--- src/rtl/if_fetch_stage_pkg.sv ---
// Shared pipeline definitions for the instruction-fetch stage: FSM encodings,
// fetch-queue payload and fetch constants.
package if_fetch_stage_pkg;

    localparam logic [31:0] NOP_INSTR = 32'h0000_0000;
    localparam logic [31:0] PC_STEP   = 32'd4;
    localparam int unsigned FQ_DEPTH  = 2;
    localparam int unsigned CNT_W     = $clog2(FQ_DEPTH + 1);

    typedef enum logic [1:0] {
        S_READY   = 2'd0,
        S_WAIT    = 2'd1,
        S_DISCARD = 2'd2
    } fetch_state_e;

    typedef struct packed {
        logic [31:0] instr;
        logic [31:0] pcadd;
    } fq_entry_t;

    function automatic logic [31:0] word_align(input logic [31:0] addr);
        return addr & ~32'h0000_0003;
    endfunction

endpackage

--- src/rtl/if_fetch_stage_fetch_queue.sv ---
// Two-entry fetch FIFO of {instruction, fetch PC + 4}; slot0 is always the head.
module if_fetch_stage_fetch_queue
    import if_fetch_stage_pkg::*;
(
    input  logic             Clock,
    input  logic             Reset_n,
    input  logic             push,
    input  logic             pop,
    input  logic             flush,
    input  fq_entry_t        wdata,
    output fq_entry_t        head,
    output logic [CNT_W-1:0] count
);

    fq_entry_t        slot0;
    fq_entry_t        slot1;
    logic [CNT_W-1:0] cnt;
    logic             pop_ok;
    logic             push_ok;

    assign pop_ok  = pop && (cnt != '0);
    assign push_ok = push && ((cnt < CNT_W'(FQ_DEPTH)) || pop_ok);

    // Flush dominates push and pop.
    always_ff @(posedge Clock or negedge Reset_n) begin
        if (!Reset_n) begin
            slot0 <= '0;
            slot1 <= '0;
            cnt   <= '0;
        end else if (flush) begin
            cnt <= '0;
        end else begin
            case ({push_ok, pop_ok})
                2'b10: begin
                    if (cnt == '0) begin
                        slot0 <= wdata;
                    end else begin
                        slot1 <= wdata;
                    end
                    cnt <= cnt + CNT_W'(1);
                end
                2'b01: begin
                    slot0 <= slot1;
                    cnt   <= cnt - CNT_W'(1);
                end
                2'b11: begin
                    if (cnt == CNT_W'(1)) begin
                        slot0 <= wdata;
                    end else begin
                        slot0 <= slot1;
                        slot1 <= wdata;
                    end
                end
                default: begin
                end
            endcase
        end
    end

    assign head  = slot0;
    assign count = cnt;

endmodule

--- src/rtl/if_fetch_stage.sv ---
// Instruction-fetch stage: PC, single-outstanding imem request FSM, fetch queue
// feeding IF/ID, stall and branch/jump redirect handling.
module if_fetch_stage
    import if_fetch_stage_pkg::*;
#(
    parameter logic [31:0] RESET_PC = 32'h0000_0000,
    parameter logic [31:0] NOP_WORD = NOP_INSTR,
    parameter int unsigned QDEPTH   = FQ_DEPTH
) (
    input  logic        Clock,
    input  logic        Reset_n,
    input  logic        In_Stall,
    input  logic        In_BranchTaken,
    input  logic [31:0] In_BranchTarget,
    input  logic        In_Jump,
    input  logic [31:0] In_JumpTarget,
    output logic        Out_IMemReq,
    output logic [31:0] Out_IMemAddr,
    input  logic        In_IMemReady,
    input  logic        In_IMemValid,
    input  logic [31:0] In_IMemData,
    output logic [31:0] Out_Instruction,
    output logic [31:0] Out_PCAdder,
    output logic        Out_Valid,
    output logic        Out_IFIDEnable
);

    fetch_state_e     state;
    fetch_state_e     state_nxt;
    logic [31:0]      pc;
    logic [31:0]      pc_nxt;
    logic             redirect;
    logic [31:0]      redirect_pc;
    logic             resp;
    logic             head_valid;
    logic             q_push;
    logic             q_pop;
    logic [CNT_W-1:0] q_count;
    logic [CNT_W:0]   occ_after;
    fq_entry_t        q_head;
    fq_entry_t        q_wdata;
    logic             req_c;
    logic             accept;

    assign redirect    = In_BranchTaken | In_Jump;
    assign redirect_pc = word_align(In_BranchTaken ? In_BranchTarget : In_JumpTarget);
    assign head_valid  = (q_count != '0);
    assign resp        = In_IMemValid && (state != S_READY);
    assign q_push      = In_IMemValid && (state == S_WAIT);
    assign q_pop       = head_valid && !In_Stall;

    // While a kept request is outstanding the PC already points one word past it.
    assign q_wdata   = '{instr: In_IMemData, pcadd: pc};
    assign occ_after = (CNT_W + 1)'(q_count) + (CNT_W + 1)'(q_push) - (CNT_W + 1)'(q_pop);

    if_fetch_stage_fetch_queue u_fetch_queue (
        .Clock   (Clock),
        .Reset_n (Reset_n),
        .push    (q_push),
        .pop     (q_pop),
        .flush   (redirect),
        .wdata   (q_wdata),
        .head    (q_head),
        .count   (q_count)
    );

    always_ff @(posedge Clock or negedge Reset_n) begin
        if (!Reset_n) begin
            state <= S_READY;
            pc    <= word_align(RESET_PC);
        end else begin
            state <= state_nxt;
            pc    <= pc_nxt;
        end
    end

    // Request only when the memory slot frees up and the queue has room for the answer.
    always_comb begin
        state_nxt = state;
        pc_nxt    = pc;
        req_c     = Reset_n && !redirect && ((state == S_READY) || resp)
                    && ((32'(occ_after) + 32'd1) <= QDEPTH);
        accept    = req_c && In_IMemReady;

        case (state)
            S_READY: begin
                if (accept) begin
                    state_nxt = S_WAIT;
                end
            end
            S_WAIT, S_DISCARD: begin
                if (In_IMemValid) begin
                    state_nxt = accept ? S_WAIT : S_READY;
                end
            end
            default: begin
                state_nxt = S_READY;
            end
        endcase

        if (accept) begin
            pc_nxt = pc + PC_STEP;
        end

        // Accept is impossible during a redirect, so S_WAIT here means still outstanding.
        if (redirect) begin
            pc_nxt = redirect_pc;
            if (state_nxt == S_WAIT) begin
                state_nxt = S_DISCARD;
            end
        end
    end

    assign Out_IMemReq     = req_c;
    assign Out_IMemAddr    = pc;
    assign Out_Valid       = head_valid;
    assign Out_Instruction = head_valid ? q_head.instr : NOP_WORD;
    assign Out_PCAdder     = head_valid ? q_head.pcadd : 32'h0000_0000;
    assign Out_IFIDEnable  = ~In_Stall;

endmodule

--- config.mk ---
export PLATFORM = sky130hd
export DESIGN_NAME = if_fetch_stage
export DESIGN_NICKNAME = d
export VERILOG_FILES = /design/src/rtl/if_fetch_stage_pkg.sv /design/src/rtl/if_fetch_stage_fetch_queue.sv /design/src/rtl/if_fetch_stage.sv
export SDC_FILE = /design/constraint.sdc
export NUM_CORES = 1
export LEC_CHECK = 0
export BUFFER_PORTS_ARGS = -buffer_cell sky130_fd_sc_hd__buf_2
export CORE_AREA = 2 2 133 135
export CTS_CLUSTER_DIAMETER = 200
export DETAILED_ROUTE_END_ITERATION = 8
export DIE_AREA = 0 0 135 137
export GPL_ROUTABILITY_DRIVEN = 0
export GPL_TIMING_DRIVEN = 0
export PLACE_DENSITY = 0.75
export SYNTH_ARGS = -nofsm -noshare
export SYNTH_HDL_FRONTEND = slang
export SYNTH_HIERARCHICAL = 1
export SYNTH_SLANG_ARGS = --single-unit
--- constraint.sdc ---
create_clock -name Clock -period 4.3 [get_ports Clock]
set_input_delay 0.86 -clock Clock [delete_from_list [all_inputs] [get_ports Clock]]
set_output_delay 0.86 -clock Clock [all_outputs]
set_load 0.005 [all_outputs]
# Word-level counts from Yosys, hierarchy flattened
# Cells that the tools add are included.
[totals]
register_bits = 164
output_inout_bits = 99
[classes]
add_sub_neg = 6
n_mux = 19
reduce_logical = 24
n_bitwise = 3
eq_ne = 10
n_lt_le_gt_ge = 2
[op_table]
columns = ["operator", "count"]
rows = [
  ["$mux 64", 4],
  ["$pmux 64 s3", 1],
  ["$mux 32", 5],
  ["$pmux 64 s2", 1],
  ["$add 32x3->32 const B", 1],
  ["$mux 2", 5],
  ["$logic_and 1x1->1", 9],
  ["$eq 2x1->1 const B", 4],
  ["$pmux 2 s2", 2],
  ["$reduce_bool 2->1", 4],
  ["$eq 2x2->1 const B", 3],
  ["$reduce_bool 3->1", 2],
  ["$add 3x1->4 const B", 1],
  ["$le 4x2->1 const B", 1],
  ["$logic_not 2->1", 2],
  ["$ne 2x2->1 const B", 2],
  ["$reduce_and 4->1", 1],
  ["$add 2x1->3", 1],
  ["$reduce_and 3->1", 1],
  ["$sub 3x1->3", 1],
  ["$add 2x1->2 const B", 1],
  ["$logic_not 1->1", 2],
  ["$logic_or 1x1->1", 2],
  ["$lt 2x2->1 const B", 1],
  ["6 further kinds", 7],
]

# Depth between registers and ports, before layout
[logic_depth]
word_depth = 14
ltp_mapped = 17
depth_no_buf = 14

# Cells and area by module
# The synthesis kept the hierarchy.
[modules_own_cells]
columns = ["module", "n_inst", "area_each_um2", "cells_each", "seq_area_each_um2"]
rows = [
  ["if_fetch_stage_fetch_queue", 1, 5464.0, 433, 3253.1],
  ["if_fetch_stage", 1, 2967.8, 366, 800.8],
]

# Least setup slack after synthesis
# Ideal clock, no wire load.
[synth_timing]
path_type = "register to output"
startpoint = "register u_fetch_queue.cnt[1], in the netlist u_fetch_queue/count[1]"
endpoint = "output Out_IMemReq"
stages_incl_launch_ff = 16
setup_slack_ps = 411
t_arrival_ps = 3029
cell_sequence = "dfrtp_1 -> or2_2 -> clkbuf_1 -> and2_1 -> ha_1 -> inv_1 -> ha_1 -> inv_1 -> fa_1 -> inv_1 -> ha_1 -> and3_1 -> clkbuf_1 -> or2_2 -> nand2_1 -> nor2_1"
[synth_via]
elab_chain_len = 6
[synth_rtl]
columns = ["element", "line_no", "source"]
rows = [
  ["from (decl)", "if_fetch_stage_fetch_queue.sv:17", "logic [CNT_W-1:0] cnt;"],
  ["from (signal assigned)", "if_fetch_stage_fetch_queue.sv:40", "cnt <= cnt + CNT_W'(1);"],
  ["from (signal assigned)", "if_fetch_stage_fetch_queue.sv:44", "cnt <= cnt - CNT_W'(1);"],
  ["$reduce_bool 2->1", "if_fetch_stage.sv:47", "assign head_valid = (q_count != '0);"],
  ["net Out_Valid", "if_fetch_stage.sv:24", "output logic Out_Valid,"],
  ["$logic_and 1x1->1", "if_fetch_stage.sv:50", "assign q_pop = head_valid && !In_Stall;"],
  ["net q_pop", "if_fetch_stage.sv:37", "logic q_pop;"],
  ["$sub 3x1->3", "if_fetch_stage.sv:54", "assign occ_after = (CNT_W + 1)'(q_count) + (CNT_W + 1)'(q_push) - (CNT_W + 1)'(q_pop);"],
  ["$add 3x1->4", "if_fetch_stage.sv:82", "&& ((32'(occ_after) + 32'd1) <= QDEPTH);"],
  ["$le 4x2->1", "if_fetch_stage.sv:82", ""],
  ["$logic_and 1x1->1", "if_fetch_stage.sv:82", ""],
  ["to (decl)", "if_fetch_stage.sv:17", "output logic Out_IMemReq,"],
]
# The timed path passes the listed nets, and every way through them passes these cells.

# Worst setup path after layout
[layout_timing]
startpoint = "register u_fetch_queue.cnt[0], in the netlist u_fetch_queue/count[0]"
endpoint = "output Out_IMemReq"
[layout_via]
elab_chain_len = 6
[layout_rtl]
columns = ["element", "line_no"]
rows = [
  ["$reduce_bool 2->1", "if_fetch_stage.sv:47"],
  ["$logic_and 1x1->1", "if_fetch_stage.sv:50"],
  ["net q_pop", "if_fetch_stage.sv:37"],
  ["$sub 3x1->3", "if_fetch_stage.sv:54"],
  ["$add 3x1->4", "if_fetch_stage.sv:82"],
  ["$le 4x2->1", "if_fetch_stage.sv:82"],
  ["$logic_and 1x1->1", "if_fetch_stage.sv:82"],
]
# The timed path passes the listed nets, and every way through them passes these cells.

==> flow_metrics.py <==
metrics = {
    "run_status": {
        "status": "completed",
    },
    "place": {
        "hpwlAfterDp_um": 16000,
        "dpl.cell_count": 1225,
        "pre_cts_ws_ns": -0.0356,
        "portBuffers": 195,
    },
    "pwr": {
        "power_density_nw_per_um2": 381,
        "leakage_uw": 0.00568,
        "ir_drop_mv": 0.292,
    },
    "floorplan": {
        "dieHeight_um": 137,
        "io-pin-count": 202,
        "start_util": 0.494,
        "rows": 48,
        "core-area_sq_um": 17100,
        "die_area_sq_um": 18500,
        "fp.dieW_um": 135,
    },
    "global_routing": {
        "grt_pass1_vias": 6828,
        "grt_antenna_before_repair": 1,
        "grtUsageTotal": 0.249,
        "gr-usage-met1": 0.332,
        "grt_max_degree": 95,
        "grt_use_met3": 0.0552,
        "grt_pass1_wl_um": 35600,
        "use_met2": 0.410,
        "overflow": 0,
        "top_usage_layer": "met2",
    },
    "synthesis": {
        "synth_common_cells": "162 x dfrtp_1, 74 x nor2_1, 70 x a21oi_1",
        "ys_seq_elements": 162,
        "postSynthAreaPerCell_sq_um": 10.6,
        "syn-instance-count": 799,
        "synthArstFlopShare": 1.00,
        "synth_edf_count": 0,
        "syn_area_sq_um": 8430,
        "synthMostInstantiatedCell": "dfrtp_1",
        "ys_types": 62,
        "synth_warnings": 6,
        "seq_area_frac_synth": 0.481,
        "synth_top_area_cell": "dfrtp_1",
        "synth_top_area_share": 0.481,
        "netlist_top_cells_area": "dfrtp_1 48%, mux2i_1 8.2%, mux2_2 6.3%",
        "ys.flop_type": "dfrtp_1",
    },
    "timing": {
        "finalSetupTns_ns": 0,
        "finalHoldViolations": 0,
        "finalCritPeriodShare": 0.966,
        "rsz0062_at_grt": "no",
        "final-max-slew-violation-count": 0,
        "min_period_ns": 4.15,
        "slew_headroom": 0.528,
        "fin_ws_ns": 0.147,
        "setup_viol": 0,
        "fin_skew_ns": 0.00965,
        "worstMarginPinSlew_ns": 0.708,
        "fmax_ghz": 0.241,
    },
    "route": {
        "via_per_inst": 5.55,
        "routed_wl_um": 22600,
        "vias": 6995,
        "drt_iter0_drc": 452,
        "drc": 0,
        "drt_first_pass_iters": 6,
        "drt.antenna.violating_nets": 0,
        "routedWlPerCell_um": 17.9,
    },
    "clock_tree": {
        "cts_hold_buf": 0,
        "clock-root-buffer": "clkbuf_16",
        "clock_sinks": 162,
        "numCtsBuffers": 17,
        "cts_tree": "yes",
        "cts.path.max_buffers": 2,
        "clock_latency_ns": 0.43,
        "clk_pin_slew_ns": 0.06,
        "htree_num_levels": 4,
    },
    "setup_path": {
        "start_kind": "flip-flop",
        "startpoint": "u_fetch_queue/count[0]",
        "worstReg2RegEnd": "Out_IMemAddr[30]",
        "crit_end": "Out_IMemReq",
        "crit_type": "reg2out",
        "cp_data_arrival_time_ns": 3.29,
        "path_max_fanout": 3,
        "regToRegSetupSlack_ns": 0.40,
        "rr_worst_depth": 16,
        "r2r_start": "u_fetch_queue/count[0]",
        "cp-end-kind": "output port",
        "required_ns": 3.44,
    },
    "run": {
        "cap_violations": 0,
    },
    "cells_and_area": {
        "instances_no_fill": 1261,
        "layout-drive-gt1-share": 0.320,
        "syn_to_final_growth_pct": 23.6,
        "nets": 1136,
    },
    "min_path": {
        "hold_path.class": "in2async",
    },
}
cell type report:
cell class	instances	area [sq um]
antenna	1	2.50
buffer	53	259
clock buffer	24	482
clock inverter	8	125
fill	1436	6630
inverter	23	86.3
multi-input combinational	564	4080
sequential	162	4060
tap	225	282
timing repair buffer	201	1050
timing repair:
action                     in CTS  in global routing
setup endpoints to repair       6                  1
resized for setup               6                  7
gates cloned                    0                  0
setup buffers                   2                  3
pin swaps                       1                  2
critical path: stages (launching register included):
cell and delay (ns):
dfrtp_2 0.42, or2_4 0.23, and2_4 0.17, ha_1 0.28, inv_1 0.06, ha_1 0.13, inv_1 0.05, fa_1 0.56
inv_2 0.06, ha_4 0.17, and3_4 0.18, or2_2 0.30, nand2_1 0.07, nor2_1 0.04, buf_2 0.16
placed cells by master (no fill, tap or decap), drive strengths merged, types with 4 or more instances in the layout:
| cell type | Yosys | final |
|---|---|---|
| nand2 | 17 | 17 |
| conb | 1 | 6 |
| dfrtp | 162 | 162 |
| or3 | 4 | 4 |
| nor2b | 9 | 9 |
| mux2i | 69 | 69 |
| nand3 | 17 | 17 |
| nor4 | 7 | 7 |
| nor3 | 7 | 7 |
| a31oi | 14 | 14 |
| and2 | 68 | 68 |
| clkbuf | 24 | 46 |
| a2bb2oi | 7 | 7 |
| a21oi | 70 | 70 |
| inv | 23 | 24 |
| a22o | 6 | 6 |
| or2 | 4 | 4 |
| and3 | 6 | 6 |
| nand4 | 7 | 7 |
| ha | 10 | 10 |
| nor2 | 75 | 75 |
| o211ai | 4 | 4 |
| a211oi | 9 | 9 |
| o31ai | 9 | 9 |
| a22oi | 22 | 22 |
| buf | 31 | 232 |
| mux2 | 64 | 64 |
| o21ai | 15 | 15 |
| or4 | 6 | 6 |
layer usage:
| metal | wire length [um] | up-vias |
|---|---|---|
| met2 | 10900 | 253 |
| met3 | 1460 | 26 |
| li1 | - | 3302 |
| met1 | 10000 | 3414 |
| met4 | 282 | 0 |
| met5 | 0 | - |
how the worst min path moves through the flow:
stage                                        from                 endpoint  slack, ns  depth (start not counted)
after CTS                                 Reset_n   u_fetch_queue/head[57]       0.39                          1
final                                     Reset_n   u_fetch_queue/head[57]       0.38                          1
after global routing                      Reset_n   u_fetch_queue/head[53]       0.41                          1
after global placement    u_fetch_queue/slot1[21]  u_fetch_queue/slot1[21]       0.47                          1
after floorplan           u_fetch_queue/slot1[10]  u_fetch_queue/slot1[10]       0.46                          1
after detailed placement   u_fetch_queue/slot1[9]   u_fetch_queue/slot1[9]       0.48                          1
through the flow:
step	utilization	power (uW)	hold WS, ns	cell area, sq um
2_1_floorplan	-	2170	0.464	8450
3_3_place_gp	0.569	2380	0.472	9710
3_5_place_dp	0.571	2410	0.480	9750
4_1_cts	0.608	3990	0.395	10400
5_1_grt	0.611	4160	0.413	10400
6_report	0.611	3970	0.378	10400
where the power goes:
part | internal (uW) | total (uW) | leakage [uW] | switching [uW]
clock | 962 | 1580 | 0.000295 | 618
combinational | 234 | 520 | 0.00320 | 286
sequential | 1730 | 1870 | 0.00218 | 142
total | 2920 | 3970 | 0.00568 | 1050
registers in the layout, indices dropped and copies added, names as in the netlist:
| register | count |
|---|---|
| state | 2 |
| u_fetch_queue/count | 2 |
| u_fetch_queue/head | 64 |
| Out_IMemAddr | 30 |
| u_fetch_queue/slot1 | 64 |
cell families (layout without fill, tap and decap cells):
family	Yosys count	in the layout	share of synthesized area
DFF	162	162	0.481
xor gates and xnor gates	4	4	0.00416
other	1	7	0.000445
and+or+nand+nor	235	235	0.154
AOI/OAI and AO/OA	175	175	0.134
adders and majority gates	11	11	0.0172
buffers and inverters	78	309	0.0418
muxes	133	133	0.167
No activity file was read; power rests on OpenSTA's default activity.
